## config.mk

```make
export PLATFORM = sky130hd
export DESIGN_NAME = instr_encoder
export DESIGN_NICKNAME = d
export VERILOG_FILES = /design/src/rtl/instr_encoder_pkg.sv /design/src/rtl/instr_encode_comb.sv /design/src/rtl/instr_encoder.sv
export SDC_FILE = /design/constraint.sdc
export NUM_CORES = 1
export LEC_CHECK = 0
export BUFFER_PORTS_ARGS = -buffer_cell sky130_fd_sc_hd__buf_2
export CORE_MARGIN = 2
export CORE_UTILIZATION = 45
export CTS_BUF_LIST = sky130_fd_sc_hd__clkbuf_4 sky130_fd_sc_hd__clkbuf_8
export DETAILED_ROUTE_END_ITERATION = 10
export GPL_ROUTABILITY_DRIVEN = 0
export HOLD_SLACK_MARGIN = 0.03
export PLACE_DENSITY = 0.68
export SETUP_SLACK_MARGIN = 0.4
export SLEW_MARGIN = 20
export SYNTH_ARGS = -nofsm -noshare
export SYNTH_HDL_FRONTEND = slang
export SYNTH_HIERARCHICAL = 1
export SYNTH_SLANG_ARGS = --single-unit
```

## constraint.sdc

```tcl
create_clock -name clk -period 5.4 [get_ports clk]
set_input_delay 0 -clock clk [delete_from_list [all_inputs] [get_ports clk]]
set_output_delay 0 -clock clk [all_outputs]
set_load 0.01 [all_outputs]
```

## src/rtl/instr_encoder_pkg.sv

```systemverilog
// Shared types and opcode constants for the RV64IM instruction encoder.
// Includes small field-packing helpers for the R/I/S/U formats.
package instr_encoder_pkg;

  typedef enum logic [7:0] {
    ADD, SUB, ADDW, SUBW,
    XORL, ORL, ANDL,
    SRA, SRL, SLL,
    SRLW, SLLW, SRAW,
    LTS, LTU, GES, GEU, EQ, NE,
    JALR, BRANCH,
    SLTS, SLTU,
    CSR_WRITE, CSR_READ,
    LD, SD, LW, LWU, SW,
    LH, LHU, SH, LB, SB, LBU,
    MUL, MULH, MULHU, MULHSU, MULW,
    DIV, DIVU, DIVW, DIVUW,
    REM, REMU, REMW, REMUW
  } fu_op;

  typedef enum logic [1:0] {
    IDLE,
    SEND,
    LI_HI,
    LI_LO
  } enc_state_t;

  localparam logic [6:0] OP        = 7'b0110011;
  localparam logic [6:0] OP_IMM    = 7'b0010011;
  localparam logic [6:0] OP_32     = 7'b0111011;
  localparam logic [6:0] OP_IMM_32 = 7'b0011011;
  localparam logic [6:0] LOAD      = 7'b0000011;
  localparam logic [6:0] STORE     = 7'b0100011;
  localparam logic [6:0] LUI       = 7'b0110111;

  localparam logic [31:0] NOP_INSTR = 32'h0000_0013;

  function automatic logic [31:0] r_type(
    input logic [6:0] f7,
    input logic [4:0] rs2,
    input logic [4:0] rs1,
    input logic [2:0] f3,
    input logic [4:0] rd,
    input logic [6:0] opc
  );
    return {f7, rs2, rs1, f3, rd, opc};
  endfunction

  function automatic logic [31:0] i_type(
    input logic [11:0] imm,
    input logic [4:0]  rs1,
    input logic [2:0]  f3,
    input logic [4:0]  rd,
    input logic [6:0]  opc
  );
    return {imm, rs1, f3, rd, opc};
  endfunction

  function automatic logic [31:0] s_type(
    input logic [11:0] imm,
    input logic [4:0]  rs2,
    input logic [4:0]  rs1,
    input logic [2:0]  f3,
    input logic [6:0]  opc
  );
    return {imm[11:5], rs2, rs1, f3, imm[4:0], opc};
  endfunction

  function automatic logic [31:0] u_type(
    input logic [19:0] imm,
    input logic [4:0]  rd,
    input logic [6:0]  opc
  );
    return {imm, rd, opc};
  endfunction

endpackage

```

## src/rtl/instr_encode_comb.sv

```systemverilog
// Combinational op/operand to 32-bit word mapping.
// supported_o low means the request has no legal encoding.
import instr_encoder_pkg::*;

module instr_encode_comb (
  input  fu_op        op_i,
  input  logic [4:0]  rd_i,
  input  logic [4:0]  rs1_i,
  input  logic [4:0]  rs2_i,
  input  logic [11:0] imm_i,
  input  logic        use_imm_i,
  output logic [31:0] word_o,
  output logic        supported_o
);

  logic [2:0]  alu_f3;
  logic        alu_hit;
  logic [2:0]  mul_f3;
  logic        mul_hit;
  logic [2:0]  ld_f3;
  logic        ld_hit;
  logic [2:0]  st_f3;
  logic        st_hit;
  logic [6:0]  alu_f7;
  logic [11:0] shamt_imm;
  logic        is_shift;

  always_comb begin
    alu_f3  = 3'b000;
    alu_hit = 1'b1;
    unique case (op_i)
      ADD, SUB: alu_f3 = 3'b000;
      SLL:      alu_f3 = 3'b001;
      SLTS:     alu_f3 = 3'b010;
      SLTU:     alu_f3 = 3'b011;
      XORL:     alu_f3 = 3'b100;
      SRL, SRA: alu_f3 = 3'b101;
      ORL:      alu_f3 = 3'b110;
      ANDL:     alu_f3 = 3'b111;
      default:  alu_hit = 1'b0;
    endcase
  end

  always_comb begin
    mul_f3  = 3'b000;
    mul_hit = 1'b1;
    unique case (op_i)
      MUL:     mul_f3 = 3'b000;
      MULH:    mul_f3 = 3'b001;
      MULHSU:  mul_f3 = 3'b010;
      MULHU:   mul_f3 = 3'b011;
      DIV:     mul_f3 = 3'b100;
      DIVU:    mul_f3 = 3'b101;
      REM:     mul_f3 = 3'b110;
      REMU:    mul_f3 = 3'b111;
      default: mul_hit = 1'b0;
    endcase
  end

  always_comb begin
    ld_f3  = 3'b000;
    ld_hit = 1'b1;
    unique case (op_i)
      LB:      ld_f3 = 3'b000;
      LH:      ld_f3 = 3'b001;
      LW:      ld_f3 = 3'b010;
      LD:      ld_f3 = 3'b011;
      LBU:     ld_f3 = 3'b100;
      LHU:     ld_f3 = 3'b101;
      LWU:     ld_f3 = 3'b110;
      default: ld_hit = 1'b0;
    endcase
  end

  always_comb begin
    st_f3  = 3'b000;
    st_hit = 1'b1;
    unique case (op_i)
      SB:      st_f3 = 3'b000;
      SH:      st_f3 = 3'b001;
      SW:      st_f3 = 3'b010;
      SD:      st_f3 = 3'b011;
      default: st_hit = 1'b0;
    endcase
  end

  // RV64 shifts take a 6-bit shamt; bit 30 selects arithmetic
  always_comb begin
    is_shift  = (op_i == SLL) || (op_i == SRL) || (op_i == SRA);
    alu_f7    = ((op_i == SUB) || (op_i == SRA)) ? 7'b0100000 : 7'b0;
    shamt_imm = {1'b0, (op_i == SRA), 4'b0000, imm_i[5:0]};
  end

  always_comb begin
    word_o      = NOP_INSTR;
    supported_o = 1'b1;
    if (alu_hit) begin
      if (!use_imm_i)
        word_o = r_type(alu_f7, rs2_i, rs1_i, alu_f3, rd_i, OP);
      else if (op_i == SUB)
        supported_o = 1'b0;
      else if (is_shift)
        word_o = i_type(shamt_imm, rs1_i, alu_f3, rd_i, OP_IMM);
      else
        word_o = i_type(imm_i, rs1_i, alu_f3, rd_i, OP_IMM);
    end else if (mul_hit && !use_imm_i) begin
      word_o = r_type(7'b0000001, rs2_i, rs1_i, mul_f3, rd_i, OP);
    end else if (op_i == ADDW) begin
      if (use_imm_i)
        word_o = i_type(imm_i, rs1_i, 3'b000, rd_i, OP_IMM_32);
      else
        word_o = r_type(7'b0, rs2_i, rs1_i, 3'b000, rd_i, OP_32);
    end else if (ld_hit) begin
      word_o = i_type(imm_i, rs1_i, ld_f3, rd_i, LOAD);
    end else if (st_hit) begin
      word_o = s_type(imm_i, rs2_i, rs1_i, st_f3, STORE);
    end else begin
      supported_o = 1'b0;
    end
  end

endmodule

```

## src/rtl/instr_encoder.sv

```systemverilog
// Sequential RV64IM encoder: request stream in, instruction words out.
// Owns the handshake FSM, PC, hand-off counter and LI split.
import instr_encoder_pkg::*;

module instr_encoder #(
  parameter logic [63:0] BOOT_ADDR = 64'h8000_0000
) (
  input  logic        clk,
  input  logic        reset,
  input  logic        req_valid_i,
  output logic        req_ready_o,
  input  fu_op        req_op_i,
  input  logic [4:0]  req_rd_i,
  input  logic [4:0]  req_rs1_i,
  input  logic [4:0]  req_rs2_i,
  input  logic [31:0] req_imm_i,
  input  logic        req_use_imm_i,
  input  logic        req_li_i,
  output logic        instr_valid_o,
  input  logic        instr_ready_i,
  output logic [31:0] instr_o,
  output logic [63:0] pc_o,
  output logic        unsupported_o,
  output logic [31:0] count_o
);

  enc_state_t  state_q, state_d;
  logic        valid_q, valid_d;
  logic [31:0] instr_q, instr_d;
  logic [31:0] lo_q, lo_d;
  logic [63:0] pc_q, pc_d;
  logic [31:0] count_q, count_d;
  logic        unsup_q, unsup_d;

  logic [31:0] enc_word;
  logic        enc_ok;
  logic [19:0] li_hi;
  logic        hs;
  logic        accept;

  instr_encode_comb u_enc (
    .op_i        (req_op_i),
    .rd_i        (req_rd_i),
    .rs1_i       (req_rs1_i),
    .rs2_i       (req_rs2_i),
    .imm_i       (req_imm_i[11:0]),
    .use_imm_i   (req_use_imm_i),
    .word_o      (enc_word),
    .supported_o (enc_ok)
  );

  // ADDIW sign-extends imm[11:0], so round the upper part up
  assign li_hi = req_imm_i[31:12] + {19'b0, req_imm_i[11]};

  assign req_ready_o = !reset &&
    ((state_q == IDLE) ||
     ((state_q == SEND) && instr_ready_i));

  assign hs     = valid_q && instr_ready_i;
  assign accept = req_valid_i && req_ready_o;

  always_comb begin
    state_d = state_q;
    valid_d = valid_q;
    instr_d = instr_q;
    lo_d    = lo_q;
    pc_d    = pc_q;
    count_d = count_q;
    unsup_d = 1'b0;

    if (hs) begin
      pc_d    = pc_q + 64'd4;
      count_d = count_q + 32'd1;
    end

    unique case (state_q)
      IDLE: ;
      SEND: begin
        if (hs) begin
          state_d = IDLE;
          valid_d = 1'b0;
        end
      end
      LI_HI: begin
        if (hs) begin
          state_d = LI_LO;
          instr_d = lo_q;
        end
      end
      LI_LO: begin
        if (hs) begin
          state_d = IDLE;
          valid_d = 1'b0;
        end
      end
      default: begin
        state_d = IDLE;
        valid_d = 1'b0;
      end
    endcase

    if (accept) begin
      if (req_li_i) begin
        valid_d = 1'b1;
        if (li_hi != 20'd0) begin
          state_d = LI_HI;
          instr_d = u_type(li_hi, req_rd_i, LUI);
          lo_d    = i_type(req_imm_i[11:0], req_rd_i,
                           3'b000, req_rd_i, OP_IMM_32);
        end else begin
          state_d = SEND;
          instr_d = i_type(req_imm_i[11:0], 5'd0,
                           3'b000, req_rd_i, OP_IMM_32);
        end
      end else if (enc_ok) begin
        state_d = SEND;
        valid_d = 1'b1;
        instr_d = enc_word;
      end else begin
        state_d = IDLE;
        valid_d = 1'b0;
        unsup_d = 1'b1;
      end
    end
  end

  always_ff @(posedge clk) begin
    if (reset) begin
      state_q <= IDLE;
      valid_q <= 1'b0;
      instr_q <= NOP_INSTR;
      lo_q    <= NOP_INSTR;
      pc_q    <= BOOT_ADDR;
      count_q <= 32'd0;
      unsup_q <= 1'b0;
    end else begin
      state_q <= state_d;
      valid_q <= valid_d;
      instr_q <= instr_d;
      lo_q    <= lo_d;
      pc_q    <= pc_d;
      count_q <= count_d;
      unsup_q <= unsup_d;
    end
  end

  assign instr_valid_o = valid_q;
  assign instr_o       = instr_q;
  assign pc_o          = pc_q;
  assign count_o       = count_q;
  assign unsupported_o = unsup_q;

endmodule

```

==> metrics.md <==
| Metric | Value |
|---|---|
| R2R depth | `7` |
| Most used DFF post-synth | `dfxtp_1` |
| Vias in the first global route | `7899` |
| Fin Clk Skew | `13.8 ps` |
| Critical path's slowest cell | `nor4_1` |
| Depth of the CTS H-tree | `4` |
| CTS max path bufs | `2` |
| GR Overflow Total | `0` |
| DR vias | `8739` |
| Largest net degree at the start of global routing | `84` |
| Worst-Skew Late Latency | `450 ps` |
| HPWL reported at the end of detailed placement | `17700 um` |
| EDFF count, synth | `0` |
| Commonest non-fill, non-tap cells in the layout | `buf_2 (188), dfxtp_1 (148), nor2_1 (127)` |
| Core ar. | `18700 um^2` |
| Critical path depth in cells | `9` |
| Placed cell area | `9560 um^2` |
| Critical path cell sequence | `dlygate4sd3_1, buf_2, nand4_1, nor4_1, mux2i_1, and3_1, nand4_2, o211ai_1, dlygate4sd3_1` |
| WP buf/inv | `3` |
| Die Ht | `142 um` |
| Hold path depth | `5` |
| Critical path's top delay family | `simple AND/OR/NAND/NOR gates` |
| Most common cell after layout, fill and taps aside | `buf_2` |
| Synthesized cell area | `8580 um^2` |
| TNS Setup | `0 ps` |
| CTS tree | `yes` |
| DRT Wirelength | `25000 um` |
| DR WL/cell | `16.5 um` |
| CP required | `5790 ps` |
| Power per standard cell area | `225 nW/um^2` |
| Max_slew headroom | `38.0%` |
| First-pass GRT wire length | `40200 um` |
| Nets | `1337` |
| RSZ-0062 raised after global routing | `false` |
| Iteration-0 DRC count of the detailed router | `617` |
| Avg Vias per Cell | `5.75` |
| DRT antenna net count | `0` |
| Max VDD drop | `0.157 mV` |
| Post-CTS Setup Bufs | `0` |
| Setup-failing EPs final | `0` |
| Fillers | `1814` |
| Asr flop ratio synth | `0%` |
| DRT Pass-1 Iters | `6` |
| Pins Over Slew Limit | `0` |
| Die area | `20200 um^2` |
| Minimum clock period | `3880 ps` |
| Worst-path clk slew | `90 ps` |
| Design area | `10400 um^2` |
| Most used cell, CP | `dlygate4sd3_1` |
| Antenna Cells | `0` |
| Share of cells above drive strength 1 | `19.8%` |
| Global Route Usage Sum | `24.6%` |
| CTS root buf | `clkbuf_8` |
| Sequential share of the synthesized area | `34.5%` |
| TritonCTS Buffers | `17` |
| Area delta synth->final | `20.8%` |
| Initial antenna violation count | `1` |
| Standard-cell rows | `50` |
| # port buffers | `189` |
| Yosys warns | `6` |
| Post-CTS sizing | `0` |
| Die width | `142 um` |
| Final WS setup | `1520 ps` |
| Starting Density | `45.9%` |
| Leak pwr | `4.27 nW` |
| Endpoint kind of the worst setup timing path | `register` |
| Hold buffers post-CTS | `39` |
| Crit path kind | `primary input to register` |
| Yosys reg bits | `148` |
| Fin crit share | `71.8%` |
| Number of max-cap violations | `0` |
| Fmax | `258 MHz` |
| Status | `finished clean` |
| CP Launch Type | `primary input` |
| Least-Margin Pin Slew | `922 ps` |
| CTS Sinks | `148` |
| Fin. Hold Viols | `0` |
| Biggest cell delay along the critical path | `740 ps` |
| DRC viols | `0` |
| Crit path max fanout | `19` |
| Post-Syn Area per Cell | `7.88 um^2` |
| Worst Hold Class | `primary input to register` |
| Dpl ws | `2310 ps` |
| Worst Path Arrival | `4270 ps` |
| Cell variety after synth | `79` |
| Syn Inst Count | `1089` |
| I/O pin total | `192` |
worst paths after layout:
check                                    from           to  slack, ps
worst max-delay path            req_imm_i[16]  instr_o[31]       1520
worst min-delay path             req_rs2_i[2]  instr_o[22]         90
worst max register to register  instr_valid_o  instr_o[24]       2400
worst min register to register        lo_q[3]      lo_q[3]        480
synth_stat cells, types with 3 or more instances:
master       n  area, um^2
a22o_1      14         123
nand3b_1     3        22.5
clkbuf_1    49         184
ha_1         4        50.1
nand4_1     43         269
o22ai_1      9        56.3
buf_1        5        18.8
a22oi_1     12        90.1
o21ai_0     42         210
and2_1      13        81.3
nand2b_1     7        43.8
o21a_1       3        22.5
buf_4        7        52.6
o31ai_1      8        60.1
conb_1       3        11.3
mux2_2       4        45.0
mux2i_1     14         140
a211o_1      3        26.3
nor2b_1     20         125
nand2_1     87         327
dfxtp_1    148        2960
and4_1      16         140
a21o_1       4        30.0
nor2_1     127         477
inv_1       29         109
xor2_1      42         368
and3_1      26         163
a221o_1      7        70.1
buf_2       10        50.1
nor4_1      14        87.6
xnor2_1     60         526
o32ai_1      5        43.8
or3_1       13        81.3
or4_1        7        52.6
nor3_1      40         200
nand3_1     58         290
o211ai_1    15         113
o2111ai_1    3        26.3
or2_2        7        43.8
a21oi_1     52         260
a2bb2oi_1    8        70.1
a21boi_0     6        45.0
flip-flops by register name, indices dropped and copies added (netlist names):
signal	cells
count_o	32
instr_o	32
instr_valid_o	1
lo_q	18
pc_o	62
state_q	2
unsupported_o	1
cells by family after synthesis:
family          count (synthesis)  synth area share [%]
simple gates                  501                  30.4
compound gates                211                  16.8
flops                         148                  34.5
xor+xnor                      102                  10.4
buf+inv                       102                  5.02
mux                            18                  2.16
fa+ha+maj                       4                 0.583
other cells                     3                 0.131
metal layers:
metal	up-vias	track usage [%]	part of all wire [%]	wire length [um]
li1	4252	-	-	-
met1	4093	32.8	44	11100
met2	331	39.0	45	11200
met3	63	4.34	6.9	1740
met4	0	11.3	3.9	974
met5	-	0	0	0
layout make-up:
class / instances / area, um^2 / share of cell area [%]
flip-flops and latches: 148 / 2960 / 28.6
well taps: 234 / 293 / 2.82
clock inverters: 12 / 145 / 1.40
clock buffers: 20 / 269 / 2.59
multi-input cells: 842 / 5210 / 50.2
inverters: 29 / 109 / 1.05
repair buffers: 234 / 1380 / 13.3
worst min-delay path: stages:
cell and delay (ps):
buf_2 80, a22o_1 160, o211a_1 150, o31ai_1 60, o21ai_0 70
through the flow:
| stage | utilization, % | power (mW) | hold slack (ps) | cells |
|---|---|---|---|---|
| 2_1_floorplan | - | 1.33 | 110 | 1092 |
| 3_3_place_gp | 51.1 | 1.42 | 253 | 1448 |
| 3_5_place_dp | 51.1 | 1.42 | 257 | 1448 |
| 4_1_cts | 55.4 | 2.34 | 51.6 | 1519 |
| 5_1_grt | 55.4 | 2.43 | 103 | 1519 |
| 6_report | 55.4 | 2.33 | 93.9 | 1519 |
report_power, final:
group | total (mW) | switching (mW) | internal [mW]
clock network | 0.901 | 0.453 | 0.449
logic | 0.289 | 0.171 | 0.118
registers | 1.14 | 0.0187 | 1.12
Power figures use the tool's default switching activity.
